`src/rtl/if_fetch_pkg.sv`:
```
// Shared widths, constants and the fetch-buffer entry type for the instruction-fetch stage.
package if_fetch_pkg;

  localparam int REG_DBUS  = 32;
  localparam int IMEM_DBUS = 32;
  localparam int IMEM_ABUS = 14;

  localparam logic [IMEM_DBUS-1:0] INST_NOP     = 32'h0000_0013;
  localparam logic [REG_DBUS-1:0]  RESET_PC_DEF = 32'h0000_0000;

  typedef struct packed {
    logic [REG_DBUS-1:0]  pc;
    logic [IMEM_DBUS-1:0] inst;
  } fetch_ent_t;

endpackage

```
`src/rtl/if_fetch_if.sv`:
```
// Fetch-stage bus: IMEM request/response, redirect input and the decode valid/ready handshake.
interface if_fetch_if #(
  parameter int IMEM_AW = 14
);
  logic               imem_en_o;
  logic [IMEM_AW-1:0] imem_addr_o;
  logic [31:0]        imem_data_i;
  logic               redirect_i;
  logic [31:0]        redirect_pc_i;
  logic               id_ready_i;
  logic               valid_o;
  logic [31:0]        inst_o;
  logic [31:0]        pc_o;

  modport master (
    output imem_en_o, imem_addr_o, valid_o, inst_o, pc_o,
    input  imem_data_i, redirect_i, redirect_pc_i, id_ready_i
  );

  modport slave (
    input  imem_en_o, imem_addr_o, valid_o, inst_o, pc_o,
    output imem_data_i, redirect_i, redirect_pc_i, id_ready_i
  );
endinterface

```
`src/rtl/if_fetch_fetch_buf.sv`:
```
// Two-entry shift FIFO of {pc, inst}; entry 0 is always the head presented to decode.
module if_fetch_fetch_buf
  import if_fetch_pkg::*;
(
  input  logic       clk,
  input  logic       rst_n,
  input  logic       push_i,
  input  logic       pop_i,
  input  logic       flush_i,
  input  fetch_ent_t push_ent_i,
  output logic [1:0] count_o,
  output logic       valid_o,
  output fetch_ent_t head_o
);

  fetch_ent_t ent0_q, ent0_d;
  fetch_ent_t ent1_q, ent1_d;
  logic [1:0] cnt_q, cnt_d;

  always_comb begin
    ent0_d = ent0_q;
    ent1_d = ent1_q;
    cnt_d  = cnt_q;
    if (flush_i) begin
      cnt_d = 2'd0;
    end else begin
      case ({push_i, pop_i})
        2'b10: begin
          if (cnt_q == 2'd0) ent0_d = push_ent_i;
          else               ent1_d = push_ent_i;
          cnt_d = cnt_q + 2'd1;
        end
        2'b01: begin
          // Popping the last entry leaves entry 0 untouched so pc_o keeps its value.
          if (cnt_q == 2'd2) ent0_d = ent1_q;
          cnt_d = cnt_q - 2'd1;
        end
        2'b11: begin
          if (cnt_q == 2'd2) begin
            ent0_d = ent1_q;
            ent1_d = push_ent_i;
          end else begin
            ent0_d = push_ent_i;
          end
        end
        default: ;
      endcase
    end
  end

  always_ff @(posedge clk or negedge rst_n) begin
    if (!rst_n) begin
      ent0_q <= '{pc: '0, inst: INST_NOP};
      ent1_q <= '{pc: '0, inst: INST_NOP};
      cnt_q  <= 2'd0;
    end else begin
      ent0_q <= ent0_d;
      ent1_q <= ent1_d;
      cnt_q  <= cnt_d;
    end
  end

  assign count_o     = cnt_q;
  assign valid_o     = (cnt_q != 2'd0);
  assign head_o.pc   = ent0_q.pc;
  assign head_o.inst = valid_o ? ent0_q.inst : INST_NOP;

endmodule

```
`src/rtl/if_fetch.sv`:
```
// Instruction-fetch stage: PC, single in-flight IMEM request tracking, issue throttling and
// redirect handling in front of a 2-entry decode buffer.
module if_fetch
  import if_fetch_pkg::*;
#(
  parameter logic [31:0] RESET_PC  = RESET_PC_DEF,
  parameter int          IMEM_AW   = IMEM_ABUS,
  parameter int          BUF_DEPTH = 2
) (
  input  logic        clk,
  input  logic        rst_n,
  if_fetch_if.master  bus
);

  logic [31:0] pc_q, pc_d;
  logic [31:0] pc_infl_q, pc_infl_d;
  logic        inflight_q, inflight_d;

  logic        pop, push, issue, en_req;
  logic [2:0]  occ;
  logic [1:0]  buf_cnt;
  logic        buf_valid;
  fetch_ent_t  head, push_ent;

  always_comb begin
    pop      = buf_valid & bus.id_ready_i & ~bus.redirect_i;
    push     = inflight_q & ~bus.redirect_i;
    // Occupancy one cycle from now, before deciding whether a new request still fits.
    occ      = {1'b0, buf_cnt} + {2'b00, inflight_q} - {2'b00, pop};
    issue    = (occ < 3'd2);
    push_ent = '{pc: pc_infl_q, inst: bus.imem_data_i};

    pc_d       = pc_q;
    pc_infl_d  = pc_infl_q;
    inflight_d = 1'b0;
    en_req     = 1'b0;
    if (bus.redirect_i) begin
      en_req     = 1'b1;
      pc_infl_d  = bus.redirect_pc_i;
      pc_d       = bus.redirect_pc_i + 32'd1;
      inflight_d = 1'b1;
    end else if (issue) begin
      en_req     = 1'b1;
      pc_infl_d  = pc_q;
      pc_d       = pc_q + 32'd1;
      inflight_d = 1'b1;
    end
  end

  always_ff @(posedge clk or negedge rst_n) begin
    if (!rst_n) begin
      pc_q       <= RESET_PC;
      pc_infl_q  <= RESET_PC;
      inflight_q <= 1'b0;
    end else begin
      pc_q       <= pc_d;
      pc_infl_q  <= pc_infl_d;
      inflight_q <= inflight_d;
    end
  end

  if_fetch_fetch_buf u_buf (
    .clk        (clk),
    .rst_n      (rst_n),
    .push_i     (push),
    .pop_i      (pop),
    .flush_i    (bus.redirect_i),
    .push_ent_i (push_ent),
    .count_o    (buf_cnt),
    .valid_o    (buf_valid),
    .head_o     (head)
  );

  assign bus.imem_en_o   = rst_n & en_req;
  assign bus.imem_addr_o = bus.redirect_i ? bus.redirect_pc_i[IMEM_AW-1:0] : pc_q[IMEM_AW-1:0];
  assign bus.valid_o     = buf_valid;
  assign bus.inst_o      = head.inst;
  assign bus.pc_o        = head.pc;

  a_occupancy: assert property (@(posedge clk) disable iff (!rst_n)
    (({1'b0, buf_cnt} + {2'b00, inflight_q}) <= 3'(BUF_DEPTH)));

endmodule

```
`src/flat_wrapper.sv`:
```
// flat-port wrapper written by rule: the top's interface ports become plain ports
module if_fetch_flat import if_fetch_pkg::*;
#(
  parameter logic [31:0] RESET_PC  = RESET_PC_DEF,
  parameter int          IMEM_AW   = IMEM_ABUS,
  parameter int          BUF_DEPTH = 2
)
  (clk, rst_n, bus_imem_en_o, bus_imem_addr_o, bus_valid_o, bus_inst_o, bus_pc_o, bus_imem_data_i, bus_redirect_i, bus_redirect_pc_i, bus_id_ready_i);
  if_fetch_if #(.IMEM_AW(IMEM_AW)) bus_i ();
  input  logic clk;
  input  logic rst_n;
  output wire logic [$bits(bus_i.imem_en_o)-1:0] bus_imem_en_o;
  output wire logic [$bits(bus_i.imem_addr_o)-1:0] bus_imem_addr_o;
  output wire logic [$bits(bus_i.valid_o)-1:0] bus_valid_o;
  output wire logic [$bits(bus_i.inst_o)-1:0] bus_inst_o;
  output wire logic [$bits(bus_i.pc_o)-1:0] bus_pc_o;
  input wire logic [$bits(bus_i.imem_data_i)-1:0] bus_imem_data_i;
  input wire logic [$bits(bus_i.redirect_i)-1:0] bus_redirect_i;
  input wire logic [$bits(bus_i.redirect_pc_i)-1:0] bus_redirect_pc_i;
  input wire logic [$bits(bus_i.id_ready_i)-1:0] bus_id_ready_i;
  assign bus_imem_en_o = bus_i.imem_en_o;
  assign bus_imem_addr_o = bus_i.imem_addr_o;
  assign bus_valid_o = bus_i.valid_o;
  assign bus_inst_o = bus_i.inst_o;
  assign bus_pc_o = bus_i.pc_o;
  assign bus_i.imem_data_i = bus_imem_data_i;
  assign bus_i.redirect_i = bus_redirect_i;
  assign bus_i.redirect_pc_i = bus_redirect_pc_i;
  assign bus_i.id_ready_i = bus_id_ready_i;
  if_fetch #(.RESET_PC(RESET_PC), .IMEM_AW(IMEM_AW), .BUF_DEPTH(BUF_DEPTH)) u_core (.clk(clk), .rst_n(rst_n), .bus(bus_i));
endmodule
```
`config.mk`:
```
export PLATFORM = sky130hd
export DESIGN_NAME = if_fetch_flat
export DESIGN_NICKNAME = d
export VERILOG_FILES = /design/src/rtl/if_fetch_pkg.sv /design/src/rtl/if_fetch_if.sv /design/src/rtl/if_fetch_fetch_buf.sv /design/src/rtl/if_fetch.sv /design/src/flat_wrapper.sv
export SDC_FILE = /design/constraint.sdc
export NUM_CORES = 1
export LEC_CHECK = 0
export CORE_ASPECT_RATIO = 1.75
export CORE_MARGIN = 2
export CORE_UTILIZATION = 55
export DETAILED_ROUTE_END_ITERATION = 8
export GPL_TIMING_DRIVEN = 0
export PLACE_DENSITY = 0.89
export RECOVER_POWER = 50
export SLEW_MARGIN = 20
export SYNTH_ARGS = -nofsm -noshare
export SYNTH_HDL_FRONTEND = slang
export SYNTH_SLANG_ARGS = --single-unit
```
`constraint.sdc`:
```
create_clock -name clk -period 10.7 [get_ports clk]
set_clock_uncertainty 0.1 [all_clocks]
set_input_delay 2.14 -clock clk [delete_from_list [all_inputs] [get_ports clk]]
set_output_delay 2.14 -clock clk [all_outputs]
set_load 0.005 [all_outputs]
```
# After elaboration in Yosys (flattened, before gate mapping)
# Cells that the tools add are included.
dict set report word_totals {
  ff_bits 195
  latchBits 0
  mem_bits_rw 0
  romBits 0
  word_cells 53
  n_memories 0
}
dict set report classes {
  n_addsub 6
  n_mul 0
  n_div 0
  n_lt_le_gt_ge 1
  eq_ne 8
  n_shift 0
  muxes 17
  n_bitwise 5
  n_reduce_logical 8
}
# op n
set ops {}
lappend ops {{64-bit 2-to-1 mux} 5}
lappend ops {{64-bit case mux with 3 select lines} 1}
lappend ops {{32-bit 2-to-1 mux} 5}
lappend ops {{64-bit case mux with 2 select lines} 1}
lappend ops {{32-bit by 1-bit adder with 32-bit output, second input constant} 2}
lappend ops {{14-bit 2-to-1 mux} 1}
lappend ops {{2-bit != test, second input constant} 4}
lappend ops {{4-bit AND reduction} 2}
lappend ops {{2-bit == test, second input constant} 3}
lappend ops {{2-bit nonzero test} 3}
lappend ops {{3-bit nonzero test} 2}
lappend ops {{1-bit bitwise AND} 4}
lappend ops {{2-bit case mux with 2 select lines} 1}
lappend ops {{2-bit by 1-bit adder with 3-bit output} 1}
lappend ops {{3-bit by 2-bit less-than comparator with 1-bit output, second input constant} 1}
lappend ops {{3-bit by 1-bit subtractor with 3-bit output} 1}
lappend ops {{2-bit by 1-bit adder with 2-bit output, second input constant} 1}
lappend ops {{2-bit by 1-bit == test with 1-bit output, second input constant} 1}
lappend ops {{2-bit logical NOT} 1}
lappend ops {{1-bit 2-to-1 mux} 2}
lappend ops {{2-bit 2-to-1 mux} 1}
lappend ops {{2-bit by 1-bit subtractor with 2-bit output, second input constant} 1}
lappend ops {{1-bit inverter} 1}

# Depth between registers and ports, before layout
dict set report logic_depth {
  depth_word 8
  mapped_depth 17
  depth_no_buf 10
}

# By module
# From an unflattened synthesis, not the netlist that was laid out.
dict set report unflattened {
  hier_cells 1125
  area_unflattened_um2 11167.0
}
# module instances cells_per_inst area_each_um2
set by_module_without_submodules {}
lappend by_module_without_submodules {if_fetch_fetch_buf 1 677 7121.8}
lappend by_module_without_submodules {if_fetch 1 448 4045.1}

# Least setup slack after synthesis
# OpenSTA, ideal clock, no wires.
dict set report synth_timing {
  path_kind {input -> output}
  startpoint {input bus_redirect_i}
  endpoint {output bus_imem_en_o}
  t_arrival_ns 4.585
  required_ns 8.460
  path_slack_ns 3.875
  cell_stages 15
  cell_sequence {buf_6 -> buf_6 -> buf_4 -> buf_2 -> buf_2 -> nand2b_1 -> xnor2_1 -> nand2_1 -> fa_1 -> xnor2_1 -> and2_1 -> clkbuf_1 -> nor2_1 -> inv_2 -> and2_1}
}
dict set report synth_between {
  elab_chain_cells 7
}
# item line
set synth_lines {}
lappend synth_lines {{start: declaration} flat_wrapper.sv:18} ;# input wire logic [$bits(bus_i.redirect_i)-1:0] bus_redirect_i;
lappend synth_lines {{1-bit inverter (no source line)} --}
lappend synth_lines {{1-bit bitwise AND} if_fetch.sv:26} ;# pop = buf_valid & bus.id_ready_i & ~bus.redirect_i;
lappend synth_lines {{3-bit by 1-bit subtractor with 3-bit output} if_fetch.sv:29} ;# occ = {1'b0, buf_cnt} + {2'b00, inflight_q} - {2'b00, pop};
lappend synth_lines {{3-bit by 2-bit less-than comparator with 1-bit output} if_fetch.sv:30} ;# issue = (occ < 3'd2);
lappend synth_lines {{1-bit 2-to-1 mux} if_fetch.sv:42} ;# end else if (issue) begin
lappend synth_lines {{1-bit 2-to-1 mux (*)} if_fetch.sv:37} ;# if (bus.redirect_i) begin
lappend synth_lines {{1-bit bitwise AND (*)} if_fetch.sv:74} ;# assign bus.imem_en_o = rst_n & en_req;
lappend synth_lines {{end: declaration} flat_wrapper.sv:12} ;# output wire logic [$bits(bus_i.imem_en_o)-1:0] bus_imem_en_o;
# Mark *: on every way between the ends. The rest lies on a longest branch, timed or not.

# Final worst setup path
# Ends and elaborated chain as after synthesis.

==> results.md <==
- Outcome: complete, but fails checks
- Violations in the final reports: capacitance limit, slew limit
- Kind of start point of the critical path: primary input
- Final Cycle Share: between 70% and 80%
- Count of routing violations after the opening detailed-route iteration: around 530
- Setup repair after global routing missed its margin: no
- Post-Route Hold Slack: ~0.37 ns
- Worst setup path class: in2out
- Area Overhead vs Synth: 23.4%
- Antenna diodes: 0
- Synthesis Warnings: 0
- Count of mapped cells out of synthesis: approximately 960
- Unique masters post-synth: 52
- Data arrival time of the critical path: around 6.1 ns
- Number of enable flip-flop cells after synthesis: 0
- Resized Gates After CTS: 0
- Per-instance average area after synthesis: 10.5 µm²
- Number of fill cells in the layout: between 1k and 1.5k
- Vert. Die Dim: between 150 and 200 µm
- CP peak stage delay: approximately 0.53 ns
- Hold/Removal Path Class: reg2reg
- Path length in cells of the critical path: 16
- Clock insertion delay at the later pin of the skew report: 0.44 ns
- Post-layout util: 69.0%
- Ratio of cells with drive above 1 in the final layout: 17.3%
- Proportion of register bits with asynchronous set or reset after synthesis: 100%
- Largest net degree at the start of global routing: 69
- Static leakage power: 5.63 nW
- Final routed DRC violation total: 0
- Total standard cell area after synthesis: between 10000 and 15000 µm²
- Count of buffering cells on the critical path with inverters included: 8
- TritonCTS sink count: ~200
- Gr usage total: between 20% and 30%
- Max clock buf depth: 2
- Gpl congestion: just under 1
- Standard cell with the maximum stage delay on the critical path: clkbuf_1
- Final Routed Wirelength: about 25000 µm
- Number of levels the H-tree was split into: 4
- Non-filler instance count after layout: ~1.4k
- Global route overflow: 0
- Number of hold violations in the final report: 0
- Number of buffers added on ports: between 100 and 150
- Min setup slack post-route: 2.37 ns
- Count of nets after finishing: about 1.2k
- Count of cells along the worst hold path: 2
- Die Wd: 106 µm
- # rows: 65
- I/O pins: 148
- Power density cells: ~260 nW/µm²
- Remaining number of nets flagged by the antenna check after routing: 0
- Total nets after synthesis: 1028
- Measured slew at the worst slew-check pin: about 3.6 ns
- HPWL after detailed placement: approximately 19000 µm
- Highest attainable clock frequency: 0.120 GHz
- Number of optimization iterations in the first detailed-route pass: 6
- Total of endpoints with negative setup slack in the final report: 0
- Routed vias/inst: 5.60
- Sort of element at the end of the critical path: output pin
- Global-route wire length before repair: 40400 µm
- Number of buffers added for setup after CTS: 0
- Cell count after placement: approximately 1.3k
- Number of antenna violations at the first check in global routing: 0
- Full die area: 19400 µm²
- Core region area: around 18000 µm²
- Vias in the first global route: 8108
- Crit-path max FO: 10
- Shortest period the worst path allows: approximately 8.3 ns
- Max-Cap Viols: 2
- CP delay by family, top: buffers and inverters
- Setup slack after placement: ~2.6 ns
- Hold-fix buffers, CTS: 0
- Register area share after synthesis: between 40% and 50%
- R2R cell count: 12
- Required time at the endpoint of the critical path: roughly 8.5 ns
- CTS tree: done
- Clock slew at the register clock pins of the worst setup and hold paths: 0.07 ns
- Vias: about 7.7k
- Worst ir drop on vdd: 124 µV
- Top_reg_cell synth: dfrtp_1
- Setup TNS: 0 ns
- Number of CTS-inserted buffers: 17
- Worst-path cell chain: buf_6 > buf_6 > buf_4 > buf_2 > buf_2 > nand2b_1 > xnor2_1 > nand2_1 > fa_1 > xnor2_1 > and2_1 > clkbuf_1 > nor2_1 > inv_2 > and2_1 > clkdlybuf4s50_1
- Routed wire length per instance: between 15 and 20 µm
- Buffer cell driving the clock tree root: clkbuf_16
- Total count of max-transition violations in the final report: about 130
- Effective utilization at floorplan: 55.9%
- Max-slew headroom at the worst pin: -138%
- Yosys reg bits: 195
-- layer usage --
| metal | track usage, % | up-vias | routed length (µm) |
|---|---|---|---|
| met5 | 0 | - | 0 |
| met1 | 29.3 | 3788 | 9530 |
| li1 | - | 3598 | - |
| met4 | 13.3 | 0 | 846 |
| met2 | 48.7 | 243 | 13600 |
| met3 | 3.62 | 59 | 980 |
-- cell families (layout without fill, tap and decap cells) --
group | Yosys count | after routing | synth area share (%)
AO/OA/AOI/OAI | 142 | 142 | 7.84
XOR/XNOR | 50 | 50 | 4.36
adder cells (fa/ha/maj) | 2 | 2 | 0.324
buffers and inverters | 116 | 296 | 6.62
flip-flops | 195 | 195 | 48.6
multiplexers | 177 | 177 | 18.5
AND/OR/NAND/NOR | 276 | 276 | 13.7
-- cell usage after synthesis (2+ instances only) --
library cell  count  area [µm²]
a21oi_1          22         110
a221o_1           2        20.0
a222oi_1          3        30.0
a22oi_1           3        22.5
a31oi_1           3        18.8
and2_1            4        25.0
buf_2            22         110
buf_4            48         360
buf_6             3        33.8
clkbuf_1         29         109
dfrtp_1         189        4730
dfstp_2           6         158
inv_1            12        45.0
mux2_2           70         788
mux2i_1         107        1070
nand2_1         113         424
nand2b_1          4        25.0
nand3_1          32         160
nand3b_1          8        60.1
nand3b_4          3        60.1
nand4_1           8        50.1
nand4b_1          3        26.3
nor2_1           48         180
nor2b_1          29         181
nor3_1            9        45.0
nor3_2            4        40.0
nor4_2            2        25.0
o211ai_1          3        22.5
o21ai_0          94         470
o21ai_1           3        15.0
or2_2             3        18.8
xnor2_1          38         333
xor2_1           12         105
-- per-stage QoR --
stage                     instance area [µm²]  power (mW)
final                                   12400        3.22
after global routing                    12400        3.42
after CTS                               12400        3.26
after detailed placement                11900        2.62
after global placement                  11800        2.55
after floorplan                         10100        2.06
-- worst reg2reg max path, stage by stage (launching register included) --
cell and delay (ns):
dfrtp_1 0.40, clkbuf_1 0.21, nor2_1 0.55, clkbuf_1 0.50, nor3_1 0.14, fa_1 0.43
xnor2_1 0.25, and2_1 0.19, clkbuf_1 0.53, nor2_1 0.23, inv_2 0.18, clkbuf_1 0.44
a21oi_1 0.15
-- cell usage in the layout (no fill, tap or decap), types with 2 or more instances in the layout --
master	instances
nand3b_1	8
and2_1	4
buf_6	3
inv_1	12
o21ai_1	3
a21oi_1	22
nand3b_4	3
nand2b_1	4
nor3_1	9
xnor2_1	38
dfrtp_1	189
dfstp_2	6
mux2i_1	107
buf_2	21
clkbuf_16	17
nand3_1	32
o21ai_0	94
inv_8	2
clkdlybuf4s50_1	112
buf_4	48
nor3_2	4
nand2_1	113
dlygate4sd3_1	33
nor2_1	48
clkbuf_1	32
nor2b_1	29
clkinv_4	2
mux2_2	70
a221o_1	2
o211ai_1	3
clkinv_2	3
nand4_1	8
a222oi_1	3
a31oi_1	3
xor2_1	12
inv_6	6
or2_2	3
nor4_2	2
nand4b_1	3
a22oi_1	3
-- flip-flops by register name, indices dropped and copies added, names as in the netlist --
register	cells
u_core.pc_q	32
u_core.u_buf.head_o	32
u_core.pc_infl_q	32
u_core.inflight_q	1
u_core.u_buf.ent0_q	32
u_core.u_buf.count_o	2
u_core.u_buf.ent1_q	64
-- area by class of cell --
| type | instances | area [µm²] | area share (%) |
|---|---|---|---|
| Sequential cell | 195 | 4890 | 39.4 |
| Multi-Input combinational cell | 647 | 4500 | 36.3 |
| Timing Repair Buffer | 148 | 1490 | 12.0 |
| Buffer | 103 | 616 | 4.96 |
| Clock buffer | 17 | 425 | 3.43 |
| Tap cell | 234 | 293 | 2.36 |
| Clock inverter | 15 | 145 | 1.17 |
| Inverter | 13 | 48.8 | 0.394 |
-- report_power, final --
| part | switching [mW] | leakage (nW) | internal [mW] | total, mW |
|---|---|---|---|---|
| Sequential | 0.213 | 2.32 | 1.07 | 1.29 |
| Clock | 0.298 | 0.283 | 0.328 | 0.626 |
| Combinational | 0.614 | 3.02 | 0.697 | 1.31 |
-- worst paths after layout --
path / start / endpoint / slack, ns
worst max register to register: u_core.u_buf.count_o[1]$_DFFE_PN0P_ / u_core.pc_q[2]$_DFFE_PN0P_ / 6.25
worst min-delay path: u_core.u_buf.ent0_q[22]$_DFFE_PN0P_ / u_core.u_buf.ent0_q[22]$_DFFE_PN0P_ / 0.37
max in group asynchronous: rst_n / u_core.u_buf.head_o[61]$_DFFE_PN0P_ / 3.13
min in group asynchronous: rst_n / u_core.pc_infl_q[1]$_DFFE_PN0P_ / 2.75
worst min register to register: u_core.u_buf.ent0_q[22]$_DFFE_PN0P_ / u_core.u_buf.ent0_q[22]$_DFFE_PN0P_ / 0.37
worst max-delay path: bus_redirect_i / bus_imem_en_o / 2.37
Power figures use the tool's default switching activity.
